[config.mk]
export PLATFORM = sky130hd
export DESIGN_NAME = serv_ifetch
export DESIGN_NICKNAME = d
export VERILOG_FILES = /design/src/rtl/serv_ifetch_pkg.sv /design/src/rtl/serv_ifetch_timer.sv /design/src/rtl/serv_ifetch.sv
export SDC_FILE = /design/constraint.sdc
export NUM_CORES = 1
export LEC_CHECK = 0
export CAP_MARGIN = 20
export CORE_UTILIZATION = 45
export DETAILED_ROUTE_END_ITERATION = 16
export HOLD_SLACK_MARGIN = 0.15
export PLACE_DENSITY = 0.92
export SLEW_MARGIN = 10
export SYNTH_ARGS = -nofsm -noshare
export SYNTH_HDL_FRONTEND = slang
export SYNTH_SLANG_ARGS = --single-unit
[constraint.sdc]
create_clock -name i_clk -period 2.6 [get_ports i_clk]
set_input_delay 0.39 -clock i_clk [delete_from_list [all_inputs] [get_ports i_clk]]
set_output_delay 0.39 -clock i_clk [all_outputs]
set_load 0.02 [all_outputs]
[src/rtl/serv_ifetch_pkg.sv]
// Shared types and constants for the serv instruction fetch stage.
package serv_ifetch_pkg;

  typedef enum logic {
    S_IDLE = 1'b0,
    S_WAIT = 1'b1
  } state_e;

  localparam logic [31:0] PC_STEP = 32'd4;

  // Instruction word split: [31:RDT_LSB] to decoders, [RDT_LSB-1:OPC_LSB] opcode
  localparam int unsigned RDT_LSB = 7;
  localparam int unsigned OPC_LSB = 2;

  localparam int unsigned TIMEOUT_DEFAULT = 16;

  function automatic logic [31:0] align_pc(input logic [31:0] pc);
    return {pc[31:2], 2'b00};
  endfunction

endpackage

[src/rtl/serv_ifetch_timer.sv]
// Wait-cycle counter for the fetch timeout; expired_o flags the last allowed WAIT cycle.
module serv_ifetch_timer
  import serv_ifetch_pkg::*;
#(
  parameter int unsigned TIMEOUT_CYCLES = TIMEOUT_DEFAULT
) (
  input  logic clk_i,
  input  logic rst_i,
  input  logic start_i,
  input  logic count_i,
  output logic expired_o
);

  localparam logic [7:0] LAST_COUNT = 8'(TIMEOUT_CYCLES - 1);

  logic [7:0] cnt_q;
  logic [7:0] cnt_d;

  always_comb begin
    cnt_d = cnt_q;
    if (start_i) begin
      cnt_d = '0;
    end else if (count_i) begin
      cnt_d = cnt_q + 8'd1;
    end
  end

  always_ff @(posedge clk_i) begin
    if (rst_i) begin
      cnt_q <= '0;
    end else begin
      cnt_q <= cnt_d;
    end
  end

  // Expiry fires on the WAIT cycle that would make the count reach TIMEOUT_CYCLES
  assign expired_o = count_i && (cnt_q == LAST_COUNT);

endmodule

[src/rtl/serv_ifetch.sv]
// Instruction fetch stage: owns the PC and issues Wishbone-classic instruction reads.
// Optional fetch timeout enabled by defining SERV_IFETCH_TIMEOUT_EN.
module serv_ifetch
  import serv_ifetch_pkg::*;
#(
  parameter logic [31:0] RESET_PC       = 32'h0000_0000,
  parameter int unsigned TIMEOUT_CYCLES = TIMEOUT_DEFAULT
) (
  input  logic        i_clk,
  input  logic        i_rst,
  input  logic        i_fetch_req,
  input  logic        i_pc_wr,
  input  logic [31:0] i_pc_wdata,
  output logic [31:0] o_ibus_adr,
  output logic        o_ibus_cyc,
  input  logic [31:0] i_ibus_rdt,
  input  logic        i_ibus_ack,
  output logic        o_wb_en,
  output logic [24:0] o_wb_rdt,
  output logic [4:0]  o_opcode,
  output logic        o_illegal,
  output logic        o_busy,
  output logic [31:0] o_pc,
  output logic        o_timeout
);

  if ((TIMEOUT_CYCLES < 2) || (TIMEOUT_CYCLES > 255)) begin : g_bad_timeout
    $error("serv_ifetch: TIMEOUT_CYCLES out of range 2..255");
  end

  state_e      state_q;
  logic [31:0] pc_q;
  logic [31:0] adr_q;
  logic [24:0] rdt_q;
  logic [4:0]  opcode_q;
  logic        illegal_q;
  logic        wb_en_q;
  logic        timeout_q;

  logic [31:0] fetch_pc_d;
  logic        expired;

  // A PC write in the same cycle as a request is forwarded to the fetch address
  assign fetch_pc_d = i_pc_wr ? align_pc(i_pc_wdata) : pc_q;

`ifdef SERV_IFETCH_TIMEOUT_EN
  serv_ifetch_timer #(
    .TIMEOUT_CYCLES (TIMEOUT_CYCLES)
  ) u_timer (
    .clk_i     (i_clk),
    .rst_i     (i_rst),
    .start_i   ((state_q == S_IDLE) && i_fetch_req),
    .count_i   ((state_q == S_WAIT) && !i_ibus_ack),
    .expired_o (expired)
  );
`else
  assign expired = 1'b0;
`endif

  always_ff @(posedge i_clk) begin
    if (i_rst) begin
      state_q   <= S_IDLE;
      pc_q      <= align_pc(RESET_PC);
      adr_q     <= align_pc(RESET_PC);
      rdt_q     <= '0;
      opcode_q  <= '0;
      illegal_q <= 1'b0;
      wb_en_q   <= 1'b0;
      timeout_q <= 1'b0;
    end else begin
      wb_en_q   <= 1'b0;
      timeout_q <= 1'b0;
      unique case (state_q)
        S_IDLE: begin
          if (i_pc_wr) begin
            pc_q <= align_pc(i_pc_wdata);
          end
          if (i_fetch_req) begin
            adr_q   <= fetch_pc_d;
            state_q <= S_WAIT;
          end
        end
        S_WAIT: begin
          if (i_ibus_ack) begin
            rdt_q     <= i_ibus_rdt[31:RDT_LSB];
            opcode_q  <= i_ibus_rdt[RDT_LSB-1:OPC_LSB];
            illegal_q <= (i_ibus_rdt[1:0] != 2'b11);
            pc_q      <= pc_q + PC_STEP;
            wb_en_q   <= 1'b1;
            state_q   <= S_IDLE;
          end else if (expired) begin
            timeout_q <= 1'b1;
            state_q   <= S_IDLE;
          end
        end
        default: state_q <= S_IDLE;
      endcase
    end
  end

  assign o_ibus_adr = adr_q;
  assign o_ibus_cyc = (state_q == S_WAIT);
  assign o_busy     = (state_q == S_WAIT);
  assign o_wb_en    = wb_en_q;
  assign o_wb_rdt   = rdt_q;
  assign o_opcode   = opcode_q;
  assign o_illegal  = illegal_q;
  assign o_pc       = pc_q;
  assign o_timeout  = timeout_q;

endmodule

==> results of run 1 <==
state kept, by name (all words and copies together) (netlist names):
signal,flops
o_wb_en,1
o_wb_rdt,25
o_busy,1
o_ibus_adr,32
o_illegal,1
o_opcode,5
o_pc,32
cells in the final DEF (no fill, tap or decap), types with 13 or more instances in the layout:
| cell | n |
|---|---|
| sky130_fd_sc_hd__nand3_1 | 15 |
| sky130_fd_sc_hd__nor3_1 | 17 |
| sky130_fd_sc_hd__dfxtp_1 | 97 |
| sky130_fd_sc_hd__nor2_1 | 46 |
| sky130_fd_sc_hd__nand4_1 | 15 |
| sky130_fd_sc_hd__a211oi_1 | 26 |
| sky130_fd_sc_hd__a21oi_1 | 51 |
| sky130_fd_sc_hd__buf_4 | 13 |
| sky130_fd_sc_hd__nand2_1 | 76 |
| sky130_fd_sc_hd__clkdlybuf4s50_1 | 162 |
| sky130_fd_sc_hd__mux2i_1 | 30 |
path summary, 6_finish.rpt:
path              cells past startpoint                     start                  endpoint
setup / recovery                      5      o_pc[3]$_SDFFE_PP0N_     o_pc[18]$_SDFFE_PP0N_
hold / removal                        2  o_wb_rdt[4]$_SDFFE_PP0P_  o_wb_rdt[4]$_SDFFE_PP0P_
setup reg to reg                      5      o_pc[3]$_SDFFE_PP0N_     o_pc[18]$_SDFFE_PP0N_
hold reg to reg                       2  o_wb_rdt[4]$_SDFFE_PP0P_  o_wb_rdt[4]$_SDFFE_PP0P_
report_power, final:
group	total [mW]	switching, mW	leakage [nW]	internal, mW
sequential	1.67	0.0963	0.795	1.57
clock	1.08	0.607	0.110	0.473
combinational	0.737	0.378	1.38	0.360
routing by layer:
| metal | GRT usage | wire [um] | vias to the layer above |
|---|---|---|---|
| met5 | 0 | 0 | - |
| met4 | 0.122 | 386 | 0 |
| li1 | - | - | 2277 |
| met1 | 0.358 | 5900 | 2244 |
| met3 | 0.0349 | 1040 | 32 |
| met2 | 0.419 | 6730 | 253 |
worst min-delay path, stage by stage (launching register included):
cell	delay (ps)
sky130_fd_sc_hd__dfxtp_1	330
sky130_fd_sc_hd__nand2_1	50
sky130_fd_sc_hd__a21oi_1	50
cells by family after synthesis:
family / after synthesis / synth area share
xor+xnor: 1 / 0.00194
flops: 97 / 0.430
compound gates: 135 / 0.199
buf+inv: 52 / 0.0471
fa+ha+maj: 1 / 0.00277
other cells: 1 / 0.000831
mux: 32 / 0.0715
simple gates: 224 / 0.247
final cells by class:
cell class	count	area, um2	area share
antenna	1	2.50	0.000386
sequential	97	1940	0.299
inverter	4	15.0	0.00232
tap	133	166	0.0257
clock inverter	7	97.6	0.0151
timing repair buffer	178	1760	0.272
clock buffer	9	124	0.0191
multi-input combinational	394	2370	0.366
per-stage QoR:
stage	total power, mW	area [um2]	hold slack [ps]	utilization	cells
2_1_floorplan	2.06	4510	499	-	543
3_3_place_gp	2.41	6260	441	0.643	806
3_5_place_dp	2.43	6260	446	0.643	806
4_1_cts	3.49	6480	461	0.666	822
5_1_grt	3.62	6480	480	0.666	823
6_report	3.49	6480	460	0.666	823
==> results.md, run 1 <==
* Run status: finished clean
* Die Outline Area at approximately 0.010 mm2
* Post-detailed-route via-to-cell ratio at 5.84
* Lkg Pwr at 2.29 nW
* Initial antenna violation count at 1
* Final global-route overflow total at 0
* Residual DRC at 0
* Cell-by-cell listing of the critical path: ha_1, and4_1, and4_1, a31oi_1, or3_1
* Cells after synthesis at 543
* Most area-hungry cell type in the Yosys netlist: sky130_fd_sc_hd__dfxtp_1
* Path category of the worst min-delay check: reg2reg
* Setup total negative slack at 0 ps
* Overall global routing resource usage at 0.264
* Half-perimeter wire length of the detailed placement result at roughly 9800 um
* Net count, final at roughly 750
* Number of distinct library cells after synthesis at 57
* Number of clock sinks at 97
* Buffering stage count on the worst path with inverters included at 0
* Maximum buffer depth of the clock tree at 2
* Start-to-end type of the worst setup path: reg2reg
* Post-CTS resize count at 0
* CTS root buf: sky130_fd_sc_hd__clkbuf_8
* Clock latency reported for the late side of the worst-skew pair at ~380 ps
* Family of cells with the greatest summed delay on the critical path: simple AND/OR/NAND/NOR gates
* Global-route wire length before repair at roughly 22000 um
* Buffers inserted during post-CTS setup optimization at 0
* Area fraction of the dominant cell type after synthesis at 0.430
* Biggest area contributors in the synthesized netlist: sky130_fd_sc_hd__dfxtp_1 43%, sky130_fd_sc_hd__mux2i_1 6.7%, sky130_fd_sc_hd__nand2_1 6.4%
* Post-synthesis cell area at roughly 0.0045 mm2
* Syn_nets at between 600 and 700
* Unrepaired setup endpoints after global routing: false
* Share of cells above drive strength 1 at 0.0639
* Die Y at between 100 and 150 um
* Clock transition at the registers of the reported paths at 110 ps
* Post-route clock skew at 12.3 ps
* Prevailing post-synth register cell: sky130_fd_sc_hd__dfxtp_1
* Core Footprint at ~0.0097 mm2
* Fillers at 804
* Final Max Slew Viols at 0
* Number of storage elements in the synthesis netlist at just under 100
* Avg WL per Cell at about 17 um
* Normalized max-slew margin at 0.545
* Cts-stage hold buffer count at 0
* Overall die width at 102 um
* Fraction of registers with async set or reset after synthesis at 0
* Power density over the cells at between 500 and 600 mW/mm2
* Dominant cell by count in the synthesized netlist: sky130_fd_sc_hd__dfxtp_1
* Worst Slack Setup Final at 378 ps
* Maximum clock rate at between 400 and 500 MHz
* CP Data Arrival Time at between 2000 and 2500 ps
* Via count at between 4000 and 5000
* Worst Tran Pin Value at between 600 and 700 ps
* Endpoints failing setup at 0
* Most used cell, CP: sky130_fd_sc_hd__and4_1
* Cell at the slowest stage of the critical path: sky130_fd_sc_hd__dfxtp_1
* Crit path capture type: register
* Final Hold Fails at 0
* Routability cong. at 0.885
* Share of the yosys chip area belonging to registers at 0.430
* CTS H-tree lvls at 3
* Syn_area_per_cell at between 8 and 9 um2
* Clock buffer count from CTS at 9
* Critical Path Start Type: register
* Worst slack, placed at between 300 and 400 ps
* Count of input and output buffers at between 150 and 200
* Number of rows in the core area at 36
* Total length of routed wires at between 10000 and 15000 um
* Number of flops mapped to enable cells by yosys at 0
* Portion of the clock cycle consumed by the worst path in the final layout at 0.855
* Required time at the endpoint of the critical path at between 2000 and 3000 ps
* Synthesis-to-finish area growth at 43.6%
* Vias in the first global route at between 4000 and 5000
* Commonest cells post-synth: 97 x sky130_fd_sc_hd__dfxtp_1, 77 x sky130_fd_sc_hd__nand2_1, 51 x sky130_fd_sc_hd__a21oi_1, 46 x sky130_fd_sc_hd__nor2_1, 33 x sky130_fd_sc_hd__clkbuf_1
* Clock tree from TritonCTS: built
* Starting density of the core at 0.464
* # IOs at 168
* Length of the first detailed-routing pass in iterations at 5
* Count of antenna-violating nets left after detailed routing at 0
* Violation count after the first detailed-route iteration at about 420
* Setup slack of the worst register-to-register path at approximately 380 ps
* Time the final worst path needs with I/O delays and setup at about 2200 ps
* CP peak stage delay at ~520 ps
* Total number of yosys warnings at 0
* Maximum number of pins on one net before global-route repair at 55
* Max-cap viol count at 0
* Largest fanout on the critical path at 9
* Highest ir drop seen on vdd at 0.308 mV
Power figures use the tool's default switching activity.
==> inputs of run 2 (changes only) <==
--- a/config.mk
+++ b/config.mk
@@ -5,11 +5,12 @@
 export SDC_FILE = /design/constraint.sdc
 export NUM_CORES = 1
 export LEC_CHECK = 0
+export ABC_AREA = 1
 export CAP_MARGIN = 20
 export CORE_UTILIZATION = 45
 export DETAILED_ROUTE_END_ITERATION = 16
 export HOLD_SLACK_MARGIN = 0.15
-export PLACE_DENSITY = 0.92
+export PLACE_DENSITY = 0.91
 export SLEW_MARGIN = 10
 export SYNTH_ARGS = -nofsm -noshare
 export SYNTH_HDL_FRONTEND = slang
==> results.md, run 2 <==
* Run status: finished clean
* Post-detailed-route via-to-cell ratio at 5.18 (-11%)
* Worst R2R End: o_pc[30]$_SDFFE_PP0N_
* Via count at 5059 (+5.3%)
* Half-perimeter wire length of the detailed placement result at 10400 um (+5.8%)
* Share of cells above drive strength 1 at 0.0688 (+0.00494)
* Avg WL per Cell at 14.4 um (-15%)
* Total number of yosys warnings at 0 (unchanged)
* Normalized max-slew margin at 0.657 (+0.111)
* Worst Slack Setup Final at 668 ps (+290 ps)
* Final Max Slew Viols at 0 (unchanged)
* End of the worst hold path: o_pc[0]$_SDFFE_PP0P_
* Switching component of the power at 1.19 mW (+10%)
* Post-route insts no fill at 976 (+19%)
* Crit path capture type: primary output
* Clock buffer count from CTS at 9 (unchanged)
* Wire length the detailed router placed on met1 at 5940 um (+0.69%)
* Worst Min Path Start: o_pc[0]$_SDFFE_PP0P_
* Clock latency reported for the late side of the worst-skew pair at 380 ps (about the same)
* # IOs at 168 (unchanged)
* Number of flops mapped to enable cells by yosys at 0 (unchanged)
* Overall global routing resource usage at 0.259 (-0.00573)
* Highest ir drop seen on vdd at 0.370 mV (+20%)
* Starting density of the core at 0.473 (+0.00886)
* Biggest area contributors in the synthesized netlist: sky130_fd_sc_hd__dfxtp_1 41%, sky130_fd_sc_hd__nand2_1 13%, sky130_fd_sc_hd__o21ai_0 9.4%
* Endpoints failing setup at 0 (unchanged)
* Initial antenna violation count at 0 (-1)
* Family of cells with the greatest summed delay on the critical path: buffers and inverters
* Number of diodes at 0 (-1)
* Length of the first detailed-routing pass in iterations at 6 (+1)
* Unrepaired setup endpoints after global routing: false
* Number of storage elements in the synthesis netlist at 97 (unchanged)
* CTS H-tree lvls at 3 (unchanged)
* Power density over the cells at 554 mW/mm2 (+3.0%)
* Syn_nets at 756 (+23%)
* Start-to-end type of the worst setup path: reg2out
* Clk network pwr share at 0.296 (-0.014)
* Overall die width at 104 um (+2.1%)
* Residual DRC at 0 (unchanged)
* Vias in the first global route at 4716 (+7.8%)
* Number of rows in the core area at 36 (unchanged)
* Cts-stage hold buffer count at 0 (unchanged)
* Most common cell after layout, fill and taps aside: sky130_fd_sc_hd__clkdlybuf4s50_1
* Fraction of power spent switching nets at 0.325 (+0.0149)
* Count of input and output buffers at 164 (unchanged)
* Die Outline Area at 0.0109 mm2 (+4.2%)
* Maximum clock rate at 518 MHz (+15%)
* Maximum buffer depth of the clock tree at 2 (unchanged)
* Critical Path Start Type: register
* Fraction of registers with async set or reset after synthesis at 0 (unchanged)
* Max-cap viol count at 0 (unchanged)
* Clock tree from TritonCTS: built
* Post-synthesis cell area at 0.00471 mm2 (+4.3%)
* CP Data Arrival Time at 1540 ps (-950 ps)
* R2R cell count at 10 (+5)
* Number of distinct library cells after synthesis at 37 (-35%)
* Maximum number of pins on one net before global-route repair at 55 (unchanged)
* Dominant cell by count in the synthesized netlist: sky130_fd_sc_hd__nand2_1
* Count of antenna-violating nets left after detailed routing at 0 (unchanged)
* Placed cells at 960 (+19%)
* Met3 wire length at 1350 um (+30%)
* Area fraction of the dominant cell type after synthesis at 0.413 (-0.0176)
* Routed wire length on met2 at 6550 um (-2.6%)
* Prevailing post-synth register cell: sky130_fd_sc_hd__dfxtp_1
* Final Hold Fails at 0 (unchanged)
* Core occupancy in the finished layout at 0.666 (-0.000874)
* Portion of the clock cycle consumed by the worst path in the final layout at 0.743 (-0.111)
* Synthesis-to-finish area growth at 40.7%
* Syn_area_per_cell at 6.86 um2 (-17%)
* Worst R2R Start: o_pc[3]$_SDFFE_PP0N_
* Logic pwr share at 0.239 (+0.028)
* Die Y at 104 um (+2.1%)
* Core Footprint at 0.00995 mm2 (+2.3%)
* Cells after synthesis at 686 (+26%)
* Setup total negative slack at 0 ps (unchanged)
* Worst slack on hold paths at 467 ps (+6.68 ps)
* Most area-hungry cell type in the Yosys netlist: sky130_fd_sc_hd__dfxtp_1
* Post-route clock skew at 11.9 ps (-0.444 ps)
* Cell at the slowest stage of the critical path: sky130_fd_sc_hd__clkdlybuf4s50_1
* Global-route wire length before repair at 22600 um (+4.0%)
* Commonest cells post-synth: 159 x sky130_fd_sc_hd__nand2_1, 104 x sky130_fd_sc_hd__nor2_1, 97 x sky130_fd_sc_hd__dfxtp_1, 88 x sky130_fd_sc_hd__o21ai_0, 59 x sky130_fd_sc_hd__inv_1
* Post-CTS resize count at 0 (unchanged)
* Path category of the worst min-delay check: reg2reg
* Most used cells in the layout excluding fill and tap cells: 164 x sky130_fd_sc_hd__clkdlybuf4s50_1, 159 x sky130_fd_sc_hd__nand2_1, 103 x sky130_fd_sc_hd__nor2_1
* Violation count after the first detailed-route iteration at 335 (-20%)
* Top routing layer in use: met4
* Lkg Pwr at 2.58 nW (+13%)
* Sequential cell fraction of total power at 0.465 (-0.014)
* CTS root buf: sky130_fd_sc_hd__clkbuf_8
* Buffers inserted during post-CTS setup optimization at 0 (unchanged)
* Worst slack, placed at 384 ps (+33.1 ps)
* Internal power contribution at 2.48 mW (+2.9%)
* Number of clock sinks at 97 (unchanged)
* Final global-route overflow total at 0 (unchanged)
* Time the final worst path needs with I/O delays and setup at 1930 ps (-290 ps)
* Clock transition at the registers of the reported paths at 100 ps (about the same)
* Cell-by-cell listing of the critical path: clkdlybuf4s50_1
* Routability cong. at 0.900 (+1.7%)
* Total length of routed wires at 14100 um (+0.26%)
* Buffering stage count on the worst path with inverters included at 1 (+1)
* Required time at the endpoint of the critical path at 2210 ps (-660 ps)
* Largest fanout on the critical path at 7 (-2)
* CP peak stage delay at 680 ps (+160 ps)
* Worst Tran Pin Value at 509 ps (-170 ps)
* Net count, final at 908 (+20%)
* Share of the yosys chip area belonging to registers at 0.413 (-0.0176)
* Setup slack of the worst register-to-register path at 970 ps (+590 ps)
* Number of cells on the worst hold path at 2 (unchanged)
==> run 2: cell count changes after synthesis, moves of 20 or more <==
cell                       change
sky130_fd_sc_hd__clkbuf_1     -25
sky130_fd_sc_hd__mux2i_1      -30
sky130_fd_sc_hd__a21oi_1      -22
sky130_fd_sc_hd__nand2_1      +82
sky130_fd_sc_hd__o21ai_0      +80
sky130_fd_sc_hd__nor2_1       +58
sky130_fd_sc_hd__inv_1        +55
sky130_fd_sc_hd__o22ai_1      +20
sky130_fd_sc_hd__a211oi_1     -26
==> run 2: per-stage QoR <==
step	instance area (um2)	total power [mW]
finish	6630	3.67
global route	6630	3.83
CTS	6630	3.68
detailed placement	6410	2.61
global placement	6410	2.59
floorplan	4710	2.18
==> run 2: cell families (layout without fill, tap and decap cells) <==
kind of cell	after synthesis	in the layout	synth area share
flops	97	97	0.413
compound gates	162	162	0.189
simple gates	323	323	0.298
xor+xnor	3	3	0.00558
buf+inv	99	256	0.0920
other cells	1	1	0.000797
fa+ha+maj	1	1	0.00266
==> run 2: cell type report <==
cell class,instances,area [um2]
Clock buffer,9,124
Sequential cell,97,1940
Fill cell,822,3330
Tap cell,133,166
Clock inverter,7,95.1
Timing Repair Buffer,173,1710
Inverter,67,254
Multi-Input combinational cell,490,2330
==> run 2: worst max path at each step <==
stage	start	to	slack, ps	cells past startpoint
2_1_floorplan	o_pc[3]$_SDFFE_PP0N_	o_pc[30]$_SDFFE_PP0N_	1090	10
3_3_place_gp	i_pc_wr	o_pc[25]$_SDFFE_PP0N_	390	6
3_5_place_dp	i_pc_wr	o_pc[25]$_SDFFE_PP0N_	380	6
4_1_cts	o_busy$_SDFF_PP0_	o_busy	640	1
5_1_grt	o_busy$_SDFF_PP0_	o_busy	610	1
6_report	o_busy$_SDFF_PP0_	o_busy	670	1
==> run 2: layer usage <==
| layer | vias to the layer above | global-route usage |
|---|---|---|
| met4 | 0 | 0.0765 |
| met3 | 26 | 0.0708 |
| li1 | 2535 | - |
| met5 | - | 0 |
| met1 | 2246 | 0.326 |
| met2 | 252 | 0.430 |
==> run 2: power groups by stage <==
stage	registers, mW	clock network, mW	logic (mW)
global placement	1.73	0	0.857
finish	1.71	1.09	0.878
global route	1.72	1.16	0.948
CTS	1.71	1.10	0.876
detailed placement	1.74	0	0.870
floorplan	1.85	0	0.327
